<file path="src/rtl/vga_scaled_display.sv">
// VGA timing generator feeding a two-stage pixel pipeline: a scaled texture read from
// external memory, plus solid, colour-bar and checkerboard test patterns.
module vga_scaled_display #(
    parameter int          H_ACTIVE   = 640,
    parameter int          H_FP       = 16,
    parameter int          H_SYNC     = 96,
    parameter int          H_BP       = 48,
    parameter int          V_ACTIVE   = 480,
    parameter int          V_FP       = 10,
    parameter int          V_SYNC     = 2,
    parameter int          V_BP       = 33,
    parameter int          CLK_DIV    = 2,
    parameter int          SCALE_LOG2 = 2,
    parameter bit          SYNC_POL   = 1'b0,
    parameter logic [23:0] BG_COLOR   = 24'h0000FF,
    localparam int         TEX_W      = H_ACTIVE >> SCALE_LOG2,
    localparam int         TEX_H      = V_ACTIVE >> SCALE_LOG2,
    localparam int         AW         = (TEX_W * TEX_H > 1) ? $clog2(TEX_W * TEX_H) : 1
) (
    input  logic          clk_fpga,
    input  logic          rst_n,
    input  logic [1:0]    mode,
    output logic [AW-1:0] mem_addr,
    input  logic [31:0]   mem_data,
    output logic          hsync_out,
    output logic          vsync_out,
    output logic [7:0]    o_red,
    output logic [7:0]    o_green,
    output logic [7:0]    o_blue,
    output logic          pix_ce,
    output logic          frame_start
);

    localparam int H_TOTAL = H_ACTIVE + H_FP + H_SYNC + H_BP;
    localparam int V_TOTAL = V_ACTIVE + V_FP + V_SYNC + V_BP;
    localparam int HW      = $clog2(H_TOTAL);
    localparam int VW      = $clog2(V_TOTAL);
    localparam int DW      = (CLK_DIV > 1) ? $clog2(CLK_DIV) : 1;
    localparam int BAR_W   = (H_ACTIVE >= 8) ? H_ACTIVE / 8 : 1;

    localparam logic [DW-1:0] DIV_LAST = DW'(CLK_DIV - 1);
    localparam logic [HW-1:0] H_LAST   = HW'(H_TOTAL - 1);
    localparam logic [HW-1:0] H_ACT    = HW'(H_ACTIVE);
    localparam logic [HW-1:0] HS_FIRST = HW'(H_ACTIVE + H_FP);
    localparam logic [HW-1:0] HS_LAST  = HW'(H_ACTIVE + H_FP + H_SYNC - 1);
    localparam logic [VW-1:0] V_LAST   = VW'(V_TOTAL - 1);
    localparam logic [VW-1:0] V_ACT    = VW'(V_ACTIVE);
    localparam logic [VW-1:0] VS_FIRST = VW'(V_ACTIVE + V_FP);
    localparam logic [VW-1:0] VS_LAST  = VW'(V_ACTIVE + V_FP + V_SYNC - 1);

    typedef enum logic [1:0] {
        MODE_TEXTURE = 2'd0,
        MODE_SOLID   = 2'd1,
        MODE_BARS    = 2'd2,
        MODE_CHECKER = 2'd3
    } mode_e;

    logic [DW-1:0] div_cnt;
    logic [HW-1:0] h_cnt, s1_h;
    logic [VW-1:0] v_cnt, s1_v;
    mode_e         mode_q;
    logic          cnt_active, cnt_hs, cnt_vs, at_wrap;
    logic          s1_active, s1_hs, s1_vs, s1_first;
    logic [AW-1:0] addr_next;
    logic [2:0]    bar;
    logic          checker_on;
    logic [23:0]   color;
    logic          unused_mem_bits;

    assign unused_mem_bits = ^mem_data[31:25];

    // NOTE: sequential state uses non-blocking (<=) so every register samples pre-edge values.
    always_ff @(posedge clk_fpga) begin
        if (!rst_n) begin
            div_cnt <= '0;
            pix_ce  <= 1'b0;
        end else begin
            pix_ce  <= (div_cnt == DIV_LAST);
            div_cnt <= (div_cnt == DIV_LAST) ? '0 : div_cnt + 1'b1;
        end
    end

    assign at_wrap = (h_cnt == H_LAST) && (v_cnt == V_LAST);

    always_ff @(posedge clk_fpga) begin
        if (!rst_n) begin
            h_cnt  <= '0;
            v_cnt  <= '0;
            mode_q <= MODE_TEXTURE;
        end else if (pix_ce) begin
            if (h_cnt == H_LAST) begin
                h_cnt <= '0;
                v_cnt <= (v_cnt == V_LAST) ? '0 : v_cnt + 1'b1;
            end else begin
                h_cnt <= h_cnt + 1'b1;
            end
            // Mode only changes at the frame boundary so a frame is never mixed.
            if (at_wrap) mode_q <= mode_e'(mode);
        end
    end

    assign cnt_active = (h_cnt < H_ACT) && (v_cnt < V_ACT);
    assign cnt_hs     = (h_cnt >= HS_FIRST) && (h_cnt <= HS_LAST);
    assign cnt_vs     = (v_cnt >= VS_FIRST) && (v_cnt <= VS_LAST);
    assign addr_next  = AW'((32'(v_cnt) >> SCALE_LOG2) * 32'(TEX_W) + (32'(h_cnt) >> SCALE_LOG2));

    // Stage 1: issue the texel address; it stays put through blanking.
    always_ff @(posedge clk_fpga) begin
        if (!rst_n) begin
            mem_addr  <= '0;
            s1_active <= 1'b0;
            s1_hs     <= 1'b0;
            s1_vs     <= 1'b0;
            s1_first  <= 1'b0;
            s1_h      <= '0;
            s1_v      <= '0;
        end else if (pix_ce) begin
            if (cnt_active) mem_addr <= addr_next;
            s1_active <= cnt_active;
            s1_hs     <= cnt_hs;
            s1_vs     <= cnt_vs;
            s1_first  <= (h_cnt == '0) && (v_cnt == '0);
            s1_h      <= h_cnt;
            s1_v      <= v_cnt;
        end
    end

    assign bar        = 3'(32'(s1_h) / 32'(BAR_W));
    assign checker_on = (((32'(s1_h) >> 4) ^ (32'(s1_v) >> 4)) & 32'd1) != 32'd0;

    always_comb begin
        // NOTE: default assigned first so no path through the case can infer a latch.
        color = 24'h000000;
        case (mode_q)
            MODE_TEXTURE: color = mem_data[24] ? mem_data[23:0] : BG_COLOR;
            MODE_SOLID:   color = BG_COLOR;
            MODE_BARS:    color = {{8{bar[2]}}, {8{bar[1]}}, {8{bar[0]}}};
            MODE_CHECKER: color = {24{checker_on}};
            default:      color = 24'h000000;
        endcase
    end

    // Stage 2: memory has had a full pixel tick to answer the stage-1 address.
    always_ff @(posedge clk_fpga) begin
        if (!rst_n) begin
            {o_red, o_green, o_blue} <= 24'h000000;
            hsync_out   <= ~SYNC_POL;
            vsync_out   <= ~SYNC_POL;
            frame_start <= 1'b0;
        end else begin
            frame_start <= pix_ce && s1_first;
            if (pix_ce) begin
                {o_red, o_green, o_blue} <= s1_active ? color : 24'h000000;
                hsync_out <= s1_hs ? SYNC_POL : ~SYNC_POL;
                vsync_out <= s1_vs ? SYNC_POL : ~SYNC_POL;
            end
        end
    end

endmodule
</file>
<file path="config.mk">
export PLATFORM = sky130hd
export DESIGN_NAME = vga_scaled_display
export DESIGN_NICKNAME = d
export VERILOG_FILES = /design/src/rtl/vga_scaled_display.sv
export SDC_FILE = /design/constraint.sdc
export NUM_CORES = 1
export LEC_CHECK = 0
export ABC_AREA = 0
export ABC_CLOCK_PERIOD_IN_PS = 3500
export CAP_MARGIN = 20
export CORE_UTILIZATION = 63
export DETAILED_ROUTE_END_ITERATION = 7
export DONT_BUFFER_PORTS = 1
export GPL_TIMING_DRIVEN = 0
export PLACE_DENSITY = 0.79
export SLEW_MARGIN = 0
export SYNTH_ARGS = -nofsm -noshare
export SYNTH_HDL_FRONTEND = slang
export SYNTH_SLANG_ARGS = --single-unit
</file>
<file path="constraint.sdc">
create_clock -name clk_fpga -period 3.5 [get_ports clk_fpga]
set_input_delay 0.525 -clock clk_fpga [delete_from_list [all_inputs] [get_ports clk_fpga]]
set_output_delay 0.525 -clock clk_fpga [all_outputs]
set_load 0.02 [all_outputs]
</file>
==> impl_metrics.toml, run 1 <==
[sta]
fin_worst_skew_ns = 0.00692
setup_violations = 0
slew_viol_final = 0
rsz0062_at_grt = "no"
tightestPinTransition_ns = 0.627
timing.final.crit_share_pct = 89.3
finalHoldViolCount = 0
period_minus_slack_ns = 3.13
max_freq_ghz = 0.320
slew_headroom_pct = 57.9
hold-worst-slack_ns = 0.325
tns_ns = 0

[clock_network]
cts_tree = "done"
cts_sinks = 77
clk_pin_slew_ns = 0.08
cts_buffers = 9
h-tree-depth = 3
cts_resized = 0
post_cts_buffers = 0
cts-root-buf = "clkbuf_8"
clk_path_buf_depth = 2
clk_latency_ns = 0.35
hold_buffers = 0

[logic_synthesis]
synth_edf_count = 0
syn_area_mm2 = 0.00409
synth-main-ff-cell = "dfxtp_1"
synthDistinctLibCells = 56
synth_sequential_area_ratio_pct = 37.7
ys_warn_count = 0
ys_async_sr_fraction_pct = 0
synth_seq_cells = 77
netlist_instances = 484
postSynthAreaPerCell_um2 = 8.45
syn-num-nets = 542

[floorplanning]
design.core.area_mm2 = 0.00610
die_y_um = 82.6
initial_core_util_pct = 67.1
die_w_um = 82.6
num_rows = 28
io_pins = 79
die-area_mm2 = 0.00682

[placed_design]
portBuffers = 0
place_congestion = 0.899
dp_hpwl_um = 6600

[global_route]
antenna_found_initial = 0
groute.usage.overall_pct = 27.9
globalRouteOverflowTotal = 0
grt_start_max_net_pins = 15
grt_pass1_wl_um = 14600
first_global_vias = 3298

[hold_path]
hp-class = "input port to register"
min_from = "mode[1]"
hold_end = "mode_q[1]$_SDFFE_PN0P_"
hold_path_depth = 2

[worst_setup_path]
worstRegToRegCells = 11
cp.arrival_ns = 3.38
required_ns = 3.75
worst_setup_path_start_kind = "register"
crit_family = "simple AND/OR/NAND/NOR gates"
criticalPathCategory = "register to register"
cp_slowest_stage_delay_ns = 0.52
crit-reg2reg-launch = "s1_h[8]$_SDFFE_PN0P_"
cp_max_fo = 10
rrSetupSlack_ns = 0.37
crit_buf_inv = 3
crit_chain = "buf_2, or2_2, ha_1, and2b_1, buf_6, a31o_1, a221o_1, o311a_1, or4_1, buf_2, a21o_1"
timing.rr.end = "o_blue[6]$_SDFFE_PN0P_"
cp-end-kind = "register"
critical_path.most_common_cell = "buf_2"
slowest_stage = "or4_1"

[routing]
vias = 3493
ant_nets = 0
drc = 0
firstDrtPassIters = 4
wl_per_cell_um = 15.8
routed_wl_um = 9080
vias_per_cell = 6.07
initialDrtViolationCount = 178

[power_and_ir_drop]
power.density_mw_per_mm2 = 404
power_leakage_uw = 0.00176
max-vdd-ir-drop_uv = 364

[final_layout]
synthToLayoutAreaGrowth_pct = 8.29
drive_gt1_share_pct = 5.00
antenna-diode-count = 0
fin_nets = 553

[run_status]
status = "finished, final reports clean"

[run]
maxCapViolCount = 0
==> metrics by stage <==
| step | setup slack, ns | instances | util [%] | power (µW) | instance area, µm² |
|---|---|---|---|---|---|
| floorplan | 0.605 | 484 | - | 972 | 4090 |
| global placement | 0.429 | 559 | 68.7 | 986 | 4190 |
| detailed placement | 0.395 | 559 | 68.7 | 988 | 4190 |
| CTS | 0.377 | 575 | 72.7 | 1800 | 4430 |
| global route | 0.216 | 575 | 72.7 | 1850 | 4430 |
| finish | 0.373 | 575 | 72.7 | 1790 | 4430 |
==> synth_stat cells (4+ instances only) <==
library cell	number	area share (%)
o21ai_1	9	1.1
nor2_1	21	1.9
a21boi_0	13	2.4
o211a_1	4	0.98
a22o_1	8	1.7
nor4_1	5	0.76
mux2i_1	9	2.2
xor2_1	15	3.2
nor3_1	7	0.86
nand3_1	8	0.98
dfxtp_1	77	38
a21o_1	11	2.0
ha_1	20	6.1
inv_1	18	1.7
nor2b_1	19	2.9
nand2b_1	16	2.4
a21oi_1	26	3.2
a31oi_1	4	0.61
and3_1	7	1.1
nand4_1	11	1.7
and2_1	5	0.76
o21ai_0	24	2.9
xnor2_1	13	2.8
nand2_1	59	5.4
clkbuf_1	23	2.1
==> worst max-delay path by stage <==
| stage | depth (start not counted) | slack (ns) | startpoint | end |
|---|---|---|---|---|
| after floorplan | 11 | 0.61 | s1_h[8]$_SDFFE_PN0P_ | o_blue[0]$_SDFFE_PN0P_ |
| after global placement | 11 | 0.43 | s1_h[8]$_SDFFE_PN0P_ | o_blue[6]$_SDFFE_PN0P_ |
| after detailed placement | 11 | 0.40 | s1_h[8]$_SDFFE_PN0P_ | o_blue[6]$_SDFFE_PN0P_ |
| after CTS | 11 | 0.38 | s1_h[8]$_SDFFE_PN0P_ | o_blue[3]$_SDFFE_PN0P_ |
| after global routing | 11 | 0.22 | s1_h[8]$_SDFFE_PN0P_ | o_blue[1]$_SDFFE_PN0P_ |
| final | 11 | 0.37 | s1_h[8]$_SDFFE_PN0P_ | o_blue[6]$_SDFFE_PN0P_ |
==> registers in the layout, indices dropped and copies added, names as in the netlist, 2 cells and up <==
| signal | cells |
|---|---|
| mode_q | 2 |
| o_blue | 8 |
| h_cnt | 10 |
| o_green | 8 |
| mem_addr | 15 |
| s1_h | 6 |
| o_red | 8 |
| v_cnt | 10 |
==> metal layers <==
metal | wire length [µm] | global-route usage (%)
met1 | 3660 | 30.9
met2 | 4600 | 50.7
met3 | 609 | 8.35
met4 | 208 | 9.14
met5 | 0 | 0
==> area by class of cell <==
class                           instances  area [µm²]
Clock buffer                            9         124
Fill cell                             502        1670
Clock inverter                          7         121
Multi-Input combinational cell        359        2360
Sequential cell                        77        1540
Buffer                                 30         124
Inverter                               18        67.6
Tap cell                               75        93.8
==> cells in the final DEF, fill, tap and decap left out, types with 4 or more instances in the layout <==
master	instances
o21ai_0	24
o21ai_1	9
and2_1	5
a21o_1	11
clkbuf_1	23
xnor2_1	13
nand2_1	59
a31oi_1	4
clkbuf_8	9
a21boi_0	13
nor2_1	21
nor4_1	5
nand4_1	11
nand2b_1	16
nand3_1	8
nor2b_1	19
dfxtp_1	77
inv_1	18
and3_1	7
xor2_1	15
a21oi_1	26
nor3_1	7
ha_1	20
o211a_1	4
mux2i_1	9
a22o_1	8
==> power by group <==
part,internal (µW),leakage [µW],switching (µW)
sequential,886,0.000622,16.7
combinational,25.2,0.00101,41.4
clock,479,0.000124,341
==> kinds of logic (layout without fill, tap and decap cells) <==
| group | after synthesis | in the layout | share of synthesized area [%] |
|---|---|---|---|
| compound gates | 120 | 120 | 19.2 |
| xor+xnor | 28 | 28 | 5.99 |
| fa+ha+maj | 22 | 22 | 7.09 |
| buf+inv | 48 | 64 | 4.68 |
| flops | 77 | 77 | 37.7 |
| mux | 9 | 9 | 2.20 |
| simple gates | 180 | 180 | 23.1 |
(Power assumes the default switching activity.)
==> run 2: changes to the inputs <==
- ABC_CLOCK_PERIOD_IN_PS: 3500 -> 4100
- CORE_UTILIZATION: 63 -> 65
- CTS_CLUSTER_SIZE: not set -> 40
- MAX_ROUTING_LAYER: not set -> met4
- PLACE_DENSITY: 0.79 -> 0.81
- clock period: 3.5 -> 4.1 ns (I/O delays scaled with it)
==> impl_metrics.toml, run 2 (same netlist as run 1, synthesis figures left out) <==
[run_status]
status = "finished, final reports clean"

[final_layout]
largest_register = "mem_addr"
largest_reg_flops = 15
reg.largest.list = "mem_addr (15), h_cnt (10), v_cnt (10)"
antenna-diode-count = 0
fin_nets = 553
drive_gt1_share_pct = 4.80
fillers = 507
final_cell_area_mm2 = 0.00438
synthToLayoutAreaGrowth_pct = 7.13
layout_common_cells = "dfxtp_1 (77), nand2_1 (59), a21oi_1 (26)"
final_common_cell = "dfxtp_1"
post-route-util_pct = 73.2
instances_no_fill = 575

[routing]
routed_wl_um = 8940
wl_per_cell_um = 15.5
vias = 3474
drc = 0
ant_nets = 0
vias_per_cell = 6.04
initialDrtViolationCount = 186
firstDrtPassIters = 5

[global_route]
grt_pass1_wl_um = 14200
first_global_vias = 3194
globalRouteOverflowTotal = 0
grt_start_max_net_pins = 15
groute.usage.overall_pct = 29.1
antenna_found_initial = 0

[worst_setup_path]
timing.rr.end = "o_blue[3]$_SDFFE_PN0P_"
criticalPathCategory = "register to register"
cp-end-kind = "register"
cp.arrival_ns = 3.40
worst_setup_path_start_kind = "register"
required_ns = 4.35
crit-reg2reg-launch = "s1_h[8]$_SDFFE_PN0P_"
rrSetupSlack_ns = 0.95
worstRegToRegCells = 11
cp_max_fo = 10

[floorplanning]
initial_core_util_pct = 68.3
design.core.area_mm2 = 0.00599
die_y_um = 81.3
die-area_mm2 = 0.00662
die_w_um = 81.3
io_pins = 79
num_rows = 28

[sta]
slew_viol_final = 0
tns_ns = 0
tightestPinTransition_ns = 0.648
hold-worst-slack_ns = 0.394
setup_violations = 0
fin_worst_skew_ns = 0.0127
slew_headroom_pct = 56.5
max_freq_ghz = 0.318
finalHoldViolCount = 0
timing.final.crit_share_pct = 76.7
period_minus_slack_ns = 3.15
rsz0062_at_grt = "no"

[power_and_ir_drop]
pwr-share-comb_pct = 4.0
seqPwrFrac_pct = 54.7
p_sw_uw = 344
max-vdd-ir-drop_uv = 309
power_leakage_uw = 0.00172
internal_power_uw = 1060
swShare_pct = 24.5
power.density_mw_per_mm2 = 321
clkPwrFrac_pct = 41.2

[clock_network]
cts_tree = "done"
clk_path_buf_depth = 2
h-tree-depth = 3
cts-root-buf = "clkbuf_8"
hold_buffers = 0
cts_buffers = 9
cts_resized = 0
clk_pin_slew_ns = 0.08
clk_latency_ns = 0.36
post_cts_buffers = 0
cts_sinks = 77

[placed_design]
dpl.cell_count = 559
dpl-instance-area_mm2 = 0.00419
dp_hpwl_um = 6540
place_congestion = 0.911
portBuffers = 0

[hold_path]
hold_path_depth = 2
hp-class = "input port to register"
hold_end = "mode_q[0]$_SDFFE_PN0P_"
min_from = "mode[0]"

[run]
maxCapViolCount = 0
[run 2: changes by cell type in the layout (fill, tap and decap cells not counted), sizes merged]
cell,delta
clkinvlp,+3
bufinv,-2
clkinv,-2
clkbuf,+1
[run 2: power groups by stage]
stage	Clock [µW]	Combinational (µW)	Sequential, µW
after floorplan	0	43.8	786
after global placement	0	54.5	788
after detailed placement	0	56.3	788
after CTS	583	56.6	770
after global routing	612	63.3	772
final	580	56.8	770
[run 2: how the worst max path moves through the flow]
| stage | start | to | slack [ns] | cells past startpoint |
|---|---|---|---|---|
| 6_report | s1_h[8]$_SDFFE_PN0P_ | o_blue[3]$_SDFFE_PN0P_ | 0.95 | 11 |
| 5_1_grt | s1_h[8]$_SDFFE_PN0P_ | o_blue[6]$_SDFFE_PN0P_ | 0.82 | 11 |
| 4_1_cts | s1_h[8]$_SDFFE_PN0P_ | o_blue[4]$_SDFFE_PN0P_ | 0.97 | 11 |
| 3_5_place_dp | s1_h[8]$_SDFFE_PN0P_ | o_blue[4]$_SDFFE_PN0P_ | 1.0 | 11 |
| 3_3_place_gp | s1_h[8]$_SDFFE_PN0P_ | o_blue[0]$_SDFFE_PN0P_ | 1.02 | 11 |
| 2_1_floorplan | s1_h[8]$_SDFFE_PN0P_ | o_blue[0]$_SDFFE_PN0P_ | 1.21 | 11 |
[run 2: critical path, stage by stage, from the launching register on]
cell	delay (ns)
dfxtp_1	0.34
buf_2	0.19
or2_2	0.32
ha_1	0.32
and2b_1	0.22
buf_6	0.13
a31oi_1	0.09
o211a_1	0.27
o311a_1	0.29
or4_1	0.51
buf_2	0.18
a21o_1	0.18
[run 2: final cells by class]
type / count / area (µm²) / area share, %
Sequential cell: 77 / 1540 / 35.2
Tap cell: 75 / 93.8 / 2.14
Clock inverter: 6 / 70.1 / 1.60
Inverter: 18 / 67.6 / 1.54
Clock buffer: 10 / 128 / 2.91
Multi-Input combinational cell: 359 / 2360 / 53.8
Buffer: 30 / 124 / 2.83
[run 2: metal layers]
layer  GRT usage, %  vias to the layer above  share of wire, %
met2           50.3                      121                50
li1               -                     1722                 -
met4           13.6                        0               2.5
met5              -                        -                 0
met1           32.0                     1612                42
met3           5.39                       19               5.6
[run 2: metrics by stage]
stage,total power [µW],worst slack [ns]
floorplan,830,1.21
global placement,842,1.02
detailed placement,844,0.999
CTS,1410,0.965
global route,1450,0.822
finish,1410,0.954
